[src/rtl/uart_disp_pkg.sv]
// Shared constants for the UART hex scan display: active-high glyph table,
// the blank segment pattern and a width helper for counters and indices.
package uart_disp_pkg;

  localparam logic [6:0] SEG_OFF = 7'b0000000;

  // {G,F,E,D,C,B,A}, lit = 1; lowercase b and d keep them distinct from 8 and 0
  localparam logic [6:0] HEX_SEG [16] = '{
    7'h3F, 7'h06, 7'h5B, 7'h4F, 7'h66, 7'h6D, 7'h7D, 7'h07,
    7'h7F, 7'h6F, 7'h77, 7'h7C, 7'h39, 7'h5E, 7'h79, 7'h71
  };

  function automatic int bits_for(input int max_value);
    return (max_value < 2) ? 1 : $clog2(max_value + 1);
  endfunction

endpackage

[src/rtl/hex_to_seven_seg.sv]
// Combinational nibble to seven-segment decoder, active-high segments.
module hex_to_seven_seg
  import uart_disp_pkg::*;
(
  input  logic [3:0] nibble,
  output logic [6:0] segments
);

  assign segments = HEX_SEG[nibble];

endmodule

[src/rtl/uart_hex_scan_display.sv]
// Captures received bytes into a nibble history buffer and time-multiplexes
// it onto a common-anode seven-segment bank with ghost blanking.
module uart_hex_scan_display
  import uart_disp_pkg::*;
#(
  parameter int NUM_DIGITS     = 8,
  parameter int CLKS_PER_DIGIT = 125000,
  parameter int BLANK_CLKS     = 16,
  parameter bit ACTIVE_LOW     = 1'b1
) (
  input  logic                              i_Clk,
  input  logic                              i_Rst,
  input  logic                              i_RX_DV,
  input  logic [7:0]                        i_RX_Byte,
  input  logic                              i_Clear,
  input  logic                              i_Blank_Leading,
  output logic [6:0]                        o_Segment,
  output logic [NUM_DIGITS-1:0]             o_Anode,
  output logic [$clog2(NUM_DIGITS+1)-1:0]   o_Digit_Count
);

  localparam int CW = $clog2(NUM_DIGITS + 1);
  localparam int SW = bits_for(CLKS_PER_DIGIT - 1);
  localparam int IW = bits_for(NUM_DIGITS - 1);

  logic [3:0]            digits [NUM_DIGITS];
  logic [CW-1:0]         count;
  logic [SW-1:0]         scan_cnt;
  logic [IW-1:0]         index;

  logic [3:0]            nibble_sel;
  logic [6:0]            seg_raw;
  logic                  loaded_nonzero;
  logic                  digit_blank;
  logic                  in_blank;
  logic [NUM_DIGITS-1:0] anode_drive;
  logic [6:0]            seg_drive;

  // Clear has priority so a byte arriving with it is dropped
  always_ff @(posedge i_Clk) begin
    if (i_Rst || i_Clear) begin
      for (int k = 0; k < NUM_DIGITS; k++) digits[k] <= 4'd0;
      count <= '0;
    end else if (i_RX_DV) begin
      for (int k = NUM_DIGITS - 1; k >= 2; k--) digits[k] <= digits[k-2];
      digits[1] <= i_RX_Byte[7:4];
      digits[0] <= i_RX_Byte[3:0];
      count <= (count >= CW'(NUM_DIGITS - 2)) ? CW'(NUM_DIGITS) : count + CW'(2);
    end
  end

  always_ff @(posedge i_Clk) begin
    if (i_Rst) begin
      scan_cnt <= '0;
      index    <= '0;
    end else if (scan_cnt == SW'(CLKS_PER_DIGIT - 1)) begin
      scan_cnt <= '0;
      index    <= (index == IW'(NUM_DIGITS - 1)) ? '0 : index + IW'(1);
    end else begin
      scan_cnt <= scan_cnt + SW'(1);
    end
  end

  assign nibble_sel = digits[index];

  hex_to_seven_seg u_decode (
    .nibble   (nibble_sel),
    .segments (seg_raw)
  );

  // A digit is a leading zero when nothing loaded at or above it is nonzero
  always_comb begin
    loaded_nonzero = 1'b0;
    for (int k = 0; k < NUM_DIGITS; k++) begin
      if (k >= int'(index) && k < int'(count) && digits[k] != 4'd0)
        loaded_nonzero = 1'b1;
    end
  end

  assign digit_blank = (int'(index) >= int'(count)) ||
                       (i_Blank_Leading && (index != '0) && !loaded_nonzero);
  assign in_blank    = (scan_cnt < SW'(BLANK_CLKS));
  assign anode_drive = in_blank ? '0 : (NUM_DIGITS'(1) << index);
  assign seg_drive   = (in_blank || digit_blank) ? SEG_OFF : seg_raw;

  always_ff @(posedge i_Clk) begin
    if (i_Rst) begin
      o_Anode       <= ACTIVE_LOW ? '1 : '0;
      o_Segment     <= ACTIVE_LOW ? ~SEG_OFF : SEG_OFF;
      o_Digit_Count <= '0;
    end else begin
      o_Anode       <= ACTIVE_LOW ? ~anode_drive : anode_drive;
      o_Segment     <= ACTIVE_LOW ? ~seg_drive : seg_drive;
      o_Digit_Count <= count;
    end
  end

endmodule
[config.mk]
export PLATFORM = sky130hd
export DESIGN_NAME = uart_hex_scan_display
export DESIGN_NICKNAME = d
export VERILOG_FILES = /design/src/rtl/uart_disp_pkg.sv /design/src/rtl/hex_to_seven_seg.sv /design/src/rtl/uart_hex_scan_display.sv
export SDC_FILE = /design/constraint.sdc
export NUM_CORES = 1
export LEC_CHECK = 0
export ABC_AREA = 1
export ABC_CLOCK_PERIOD_IN_PS = 3800
export CAP_MARGIN = 20
export CORE_ASPECT_RATIO = 0.9
export CORE_MARGIN = 8
export CORE_UTILIZATION = 25
export DETAILED_ROUTE_END_ITERATION = 7
export PLACE_DENSITY_LB_ADDON = 0.08
export SYNTH_ARGS = -nofsm -noshare
export SYNTH_HDL_FRONTEND = slang
export SYNTH_SLANG_ARGS = --single-unit
[constraint.sdc]
create_clock -name i_Clk -period 3.8 [get_ports i_Clk]
set_input_delay 0.76 -clock i_Clk [delete_from_list [all_inputs] [get_ports i_Clk]]
set_output_delay 0.76 -clock i_Clk [all_outputs]
set_load 0.05 [all_outputs]
==> reports/qor.yml, run 1 <==
detail_route.first_pass.iterations: 4
fin_crit_ps: 2230
synth_area_leaders: "edfxtp_1 24%, dfxtp_1 22%, nand2_1 12%, inv_1 7.4%, nor2_1 6.1%"
routed_wl_mm: 9.29
routed.top_layer: "met4"
grt_pass1_wl_mm: 15.7
max_freq_mhz: 448
clockBufferDepth: 2
min_path_cells: 2
cts_htree_levels: 3
antenna_found_initial: 0
post-route-period-util_pct: 58.7
drcViolationCount: 0
finalSetupTns_ps: 0
synth-edff-count: 32
worstSetupPathType: "flip-flop to flip-flop"
synth_nets: 537
start_util_pct: 25.6
routed_via_density: 4.13
holdWs_ps: 472
crit_buf_inv: 3
num_rows: 43
share_comb_of_total_power_pct: 6.8
synthFlopType: "dfxtp_1"
syn_avg_cell_area_um2: 7.82
postRouteAntennaNets: 0
instances_no_fill: 746
nNetsFinal: 568
cap_violations: 0
pwr-share-seq_pct: 46.7
cts_buffers: 9
p_total_mw: 1.89
wl_met3_um: 377
dieArea_um2: 20200
crit_chain: "inv_6 > nand2_1 > nand3_1 > nand3_1 > nand2_1 > ha_1 > inv_1 > nand3_1 > nand3_1 > nand2_1 > inv_1 > nand2_1"
die_w_um: 149
ios: 32
clk_latency_ps: 330
worstPathRequired_ps: 4020
met1_length_mm: 4.87
ys_ff_latch: 76
synth_most_common_cell: "nand2_1"
hold_violations: 0
cts_tree: "yes"
fp.dieH_um: 136
pwr-share-clk_pct: 46.6
setup_violations: 0
drive_gt1_share_pct: 10.7
arrival_ps: 2450
rsz0062_at_grt: "false"
grt_max_degree: 34
core_um2: 15500
met2_length_mm: 3.85
power_switching_mw: 0.425
root_buffer: "clkbuf_16"
ys_async_sr_fraction_pct: 0
reg2reg_to: "o_Segment[0]$_SDFF_PP1_"
cts_resized: 0
holdBufCountCts: 0
io_buffer_count: 30
p_int_mw: 1.46
outcome: "finished, final reports clean"
r2r_cells: 12
hold_path_class: "flip-flop to flip-flop"
p_per_area_nw_per_um2: 397
ir_drop_mv: 0.247
dp.cells: 730
globalplace.congestion: 0.776
syn_to_final_growth_pct: 19.7
finClkSkew_ps: 9.25
synth_top_area_share_pct: 24.2
crit_path_end_kind: "flip-flop"
ys.warnings.count: 0
fillers: 1669
syn_area_um2: 3970
grt_pass1_vias: 3165
slowest_stage: "dfxtp_1"
hold_end: "scan_cnt[16]$_SDFF_PP0_"
num_antenna_cells: 0
drtIter0Drc: 198
leakagePower_nw: 2.02
synth_top_cell_by_area: "edfxtp_1"
max_stage_delay_ps: 800
p_sw_share_pct: 22.5
synth_commonest_cells: "125 x nand2_1, 78 x inv_1, 65 x nor2_1"
dpl.hpwl_mm: 6.96
vias: 3082
grtUsageTotal_pct: 9.97
ff2ff_setup_slack_ps: 1570
finalMaxSlewViolations: 0
clk_pin_slew_ps: 60
syn_inst: 508
relSlewSlack_pct: 50.7
path_delay_family: "flip-flops"
critical_path.max_fanout: 18
synth.distinct_cells: 38
grt_overflow: 0
worstHoldStart: "scan_cnt[16]$_SDFF_PP0_"
worst_slew_pin_slew_ps: 739
cts_sinks: 76
cp-start-kind: "flip-flop"
wire_per_inst_um: 12.5
post_cts.repair.setup_buffers: 0
yosysSeqAreaShare_pct: 46.4
[routing by layer]
layer  up-vias  track usage (%)
li1       1665                -
met1      1359             13.0
met2        45             14.8
met3        13             3.27
met4         0             4.15
met5         -                0
[worst max path at each step]
stage / cells past startpoint / slack [ps] / startpoint / end
after floorplan: 3 / 1560 / i_Rst / digits[0][0]$_SDFFCE_PN0P_
after global placement: 4 / 1400 / i_Rst / digits[1][1]$_SDFFCE_PN0P_
after detailed placement: 4 / 1370 / i_Rst / digits[0][0]$_SDFFCE_PN0P_
after CTS: 12 / 1540 / flip-flop / o_Segment[0]$_SDFF_PP1_
after global routing: 12 / 1210 / flip-flop / o_Segment[0]$_SDFF_PP1_
final: 12 / 1570 / flip-flop / o_Segment[0]$_SDFF_PP1_
[final cells by class]
cell class | count | area, µm² | area share (%)
Sequential cell | 76 | 1840 | 38.7
Inverter | 87 | 332 | 6.97
Multi-Input combinational cell | 333 | 1710 | 35.9
Timing Repair Buffer | 32 | 315 | 6.63
Clock buffer | 11 | 254 | 5.34
Clock inverter | 5 | 55.1 | 1.16
Tap cell | 202 | 253 | 5.31
[power groups by stage]
stage,Sequential [mW],Combinational (mW),Clock [mW]
finish,0.881,0.128,0.879
global route,0.882,0.148,0.948
global placement,0.898,0.132,0
CTS,0.881,0.131,0.913
floorplan,0.898,0.0873,0
detailed placement,0.899,0.130,0
[registers in the layout (all words and copies together) (netlist names), named ones only]
signal / count
o_Digit_Count: 3
o_Segment: 7
o_Anode: 8
count: 3
scan_cnt: 17
index: 3
digits: 32
[worst reg2reg max path, cell delays in order, from the launching register on]
cell	delay, ps
dfxtp_1	800
inv_6	150
nand2_1	100
nand3_1	60
nand3_1	150
nand2_1	170
ha_1	270
inv_1	80
nand3_1	90
nand3_1	90
nand2_1	50
inv_1	50
nand2_1	50
[logic make-up (layout without fill, tap and decap cells)]
| family | count (synthesis) | count (layout) | share of synthesized area (%) |
|---|---|---|---|
| fa+ha+maj | 16 | 16 | 5.04 |
| flops | 76 | 76 | 46.4 |
| buf+inv | 99 | 135 | 10.7 |
| simple gates | 284 | 284 | 32.7 |
| xor+xnor | 1 | 1 | 0.221 |
| compound gates | 31 | 31 | 4.91 |
| other cells | 1 | 1 | 0.0944 |
[metrics by stage]
step	worst slack, ps	util, %	instance area [µm²]
final	1570	30.7	4760
after global routing	1210	30.7	4760
after CTS	1540	30.7	4760
after detailed placement	1370	28.7	4450
after global placement	1400	28.7	4450
after floorplan	1560	-	3970
[layout by cell type (no fill, tap or decap), types with 2 or more instances in the layout]
| cell | n |
|---|---|
| nor2_1 | 65 |
| nand2_1 | 125 |
| edfxtp_1 | 32 |
| clkdlybuf4s50_1 | 30 |
| nand2_2 | 6 |
| a21oi_2 | 7 |
| clkbuf_16 | 10 |
| nand3b_1 | 2 |
| nor2_2 | 5 |
| dfxtp_1 | 44 |
| nand3_1 | 48 |
| ha_1 | 16 |
| nor3_2 | 2 |
| nand4_1 | 6 |
| nand3_2 | 7 |
| buf_4 | 2 |
| inv_2 | 6 |
| inv_6 | 2 |
| clkinv_1 | 2 |
| o21ai_1 | 3 |
| nor4_1 | 3 |
| nor3_1 | 9 |
| a21oi_1 | 9 |
| o22ai_1 | 2 |
| nand2_4 | 2 |
| inv_1 | 78 |
| clkinv_2 | 2 |
| o21ai_0 | 7 |
Power figures use the tool's default switching activity.
==> run 2, diff against run 1 <==
--- a/config.mk
+++ b/config.mk
@@ -6,7 +6,7 @@
 export NUM_CORES = 1
 export LEC_CHECK = 0
 export ABC_AREA = 1
-export ABC_CLOCK_PERIOD_IN_PS = 3800
+export ABC_CLOCK_PERIOD_IN_PS = 2000
 export CAP_MARGIN = 20
 export CORE_ASPECT_RATIO = 0.9
 export CORE_MARGIN = 8
==> constraint.sdc (replaced) <==
create_clock -name i_Clk -period 2 [get_ports i_Clk]
set_input_delay 0.4 -clock i_Clk [delete_from_list [all_inputs] [get_ports i_Clk]]
set_output_delay 0.4 -clock i_Clk [all_outputs]
set_load 0.05 [all_outputs]
==> reports/qor.yml, run 2 (synthesized netlist as in run 1, its figures left out) <==
p_int_mw: 2.67  # +82%
fp.dieH_um: 136  # unchanged
largest_reg_flops: 32  # unchanged
ir_drop_mv: 0.463  # +87%
die_w_um: 149  # unchanged
arrival_ps: 1460  # -990 ps
clk_pin_slew_ps: 60  # about the same
post-place-ws_ps: 175  # -1200 ps
regMostFlops: "digits"
min_path_cells: 2  # unchanged
max_stage_delay_ps: 810  # about the same
fillers: 1711  # +2.5%
io_buffer_count: 30  # unchanged
critical_path.max_fanout: 1  # -17
rr_startpoint: "scan_cnt[0]$_SDFF_PP0_"
clk_latency_ps: 350  # +20 ps
grt_max_degree: 35  # +2.9%
p_sw_share_pct: 23.3  # +0.81 points
start_util_pct: 25.6  # unchanged
drive_gt1_share_pct: 11.5  # +0.79 points
cts_sinks: 76  # unchanged
num_rows: 43  # unchanged
clockBufferDepth: 2  # unchanged
multi_input_area_um2: 1710  # +0.44%
drtIter0Drc: 222  # +12%
relSlewSlack_pct: 65.0  # +14 points
p_total_mw: 3.48  # +84%
cts_resized: 0  # unchanged
num_antenna_cells: 0  # unchanged
rsz0062_at_grt: "false"
finClkSkew_ps: 11.5  # +2.21 ps
dieArea_um2: 20200  # unchanged
power_switching_mw: 0.811  # +91%
fin_crit_ps: 1860
core_um2: 15500  # unchanged
layout_commonest_cell: "nand2_1"
antenna_found_initial: 0  # unchanged
slowest_stage: "clkdlybuf4s50_1"
hold_end: "scan_cnt[16]$_SDFF_PP0_"
leakagePower_nw: 2.05  # +1.2%
globalplace.congestion: 0.824  # +6.1%
worstPathRequired_ps: 1600  # -2420 ps
postRouteAntennaNets: 0  # unchanged
grt_pass1_wl_mm: 15.9  # +0.75%
post-route-period-util_pct: 92.9
seq_area_um2: 1840  # unchanged
share_comb_of_total_power_pct: 7.1  # +0.3 points
nNetsFinal: 574  # +1.1%
post_cts.repair.setup_buffers: 0  # unchanged
grt_pass1_vias: 3182  # +0.54%
finalMaxSlewViolations: 0  # unchanged
worst_slew_pin_slew_ps: 524  # -215 ps
instances_no_fill: 752  # +0.80%
routed_wl_mm: 9.53  # +2.5%
worstSetupPathType: "flip-flop to primary output"
dp.cells: 736  # +0.82%
r2r_cells: 8  # -4
pwr-share-clk_pct: 44.7  # -1.9 points
grt_overflow: 0  # unchanged
drcViolationCount: 0  # unchanged
wire_per_inst_um: 12.7  # +1.7%
setup_violations: 0  # unchanged
finalSetupTns_ps: 0  # unchanged
p_per_area_nw_per_um2: 724  # +82%
dpl.hpwl_mm: 7.18  # +3.2%
layout_common_cells: "124 x nand2_1, 78 x inv_1, 65 x nor2_1"
holdBufCountCts: 0  # unchanged
layout_setup_ws_ps: 143  # -1430 ps
routed_via_density: 4.31  # +4.3%
crit_chain: "clkdlybuf4s50_1"
ios: 32  # unchanged
path_delay_family: "buffers and inverters"
reg.largest.list: "digits x32, scan_cnt x17, o_Anode x8"
detail_route.first_pass.iterations: 4  # unchanged
syn_to_final_growth_pct: 21.0
max_freq_mhz: 538
hold_path_class: "flip-flop to flip-flop"
worstHoldStart: "scan_cnt[16]$_SDFF_PP0_"
grtUsageTotal_pct: 10.1  # +0.16 points
crit_path_end_kind: "primary output"
cts_buffers: 9  # unchanged
cts_htree_levels: 3  # unchanged
crit_buf_inv: 1  # -2
cp-start-kind: "flip-flop"
cap_violations: 0  # unchanged
cts_tree: "yes"
pwr-share-seq_pct: 48.2  # +1.5 points
outcome: "finished, final reports clean"
vias: 3239  # +5.1%
ff2ff_setup_slack_ps: 220  # -1350 ps
root_buffer: "clkbuf_16"
hold_violations: 0  # unchanged
[run 2: cell count changes in the layout (fill, tap and decap cells not counted), moves of 2 or more]
cell,before,now
buf_12,0,2
buf_4,2,6
clkbuf_1,1,3
clkbuf_8,0,2
clkinv_2,2,0
[run 2: worst max path at each step]
stage,startpoint,to,slack [ps],cells past startpoint
6_report,o_Digit_Count[2]$_SDFF_PP0_,o_Digit_Count[2],140,1
5_1_grt,scan_cnt[0]$_SDFF_PP0_,flip-flop,3,8
4_1_cts,o_Segment[0]$_SDFF_PP1_,o_Segment[0],100,1
3_5_place_dp,flip-flop,o_Segment[3]$_SDFF_PP1_,180,12
3_3_place_gp,scan_cnt[0]$_SDFF_PP0_,flip-flop,160,8
2_1_floorplan,i_Rst,digits[0][0]$_SDFFCE_PN0P_,120,3
[run 2: layer usage]
metal	track usage (%)	vias to the layer above	wire, µm
met5	0	-	0
li1	-	1684	-
met3	4.04	8	460
met4	2.97	0	99
met1	12.5	1487	4700
met2	16.0	60	4270
[run 2: area by class of cell]
class / count / share of cell area [%]
sequential: 76 / 38.3
inverter: 87 / 6.90
clock inverter: 1 / 0.182
timing repair buffer: 38 / 8.02
clock buffer: 15 / 5.65
tap: 202 / 5.26
multi-input combinational: 333 / 35.7
[run 2: power groups by stage]
stage	clock [mW]	sequential, mW	combinational, mW
2_1_floorplan	0	1.71	0.166
3_3_place_gp	0	1.71	0.255
3_5_place_dp	0	1.71	0.251
4_1_cts	1.62	1.67	0.253
5_1_grt	1.68	1.68	0.285
6_report	1.56	1.68	0.247
[run 2: through the flow]
| step | hold WS (ps) | util, % | area [µm²] |
|---|---|---|---|
| 2_1_floorplan | 448 | - | 3970 |
| 3_3_place_gp | 461 | 29.2 | 4520 |
| 3_5_place_dp | 463 | 29.2 | 4520 |
| 4_1_cts | 472 | 31.0 | 4800 |
| 5_1_grt | 494 | 31.0 | 4810 |
| 6_report | 470 | 31.0 | 4810 |
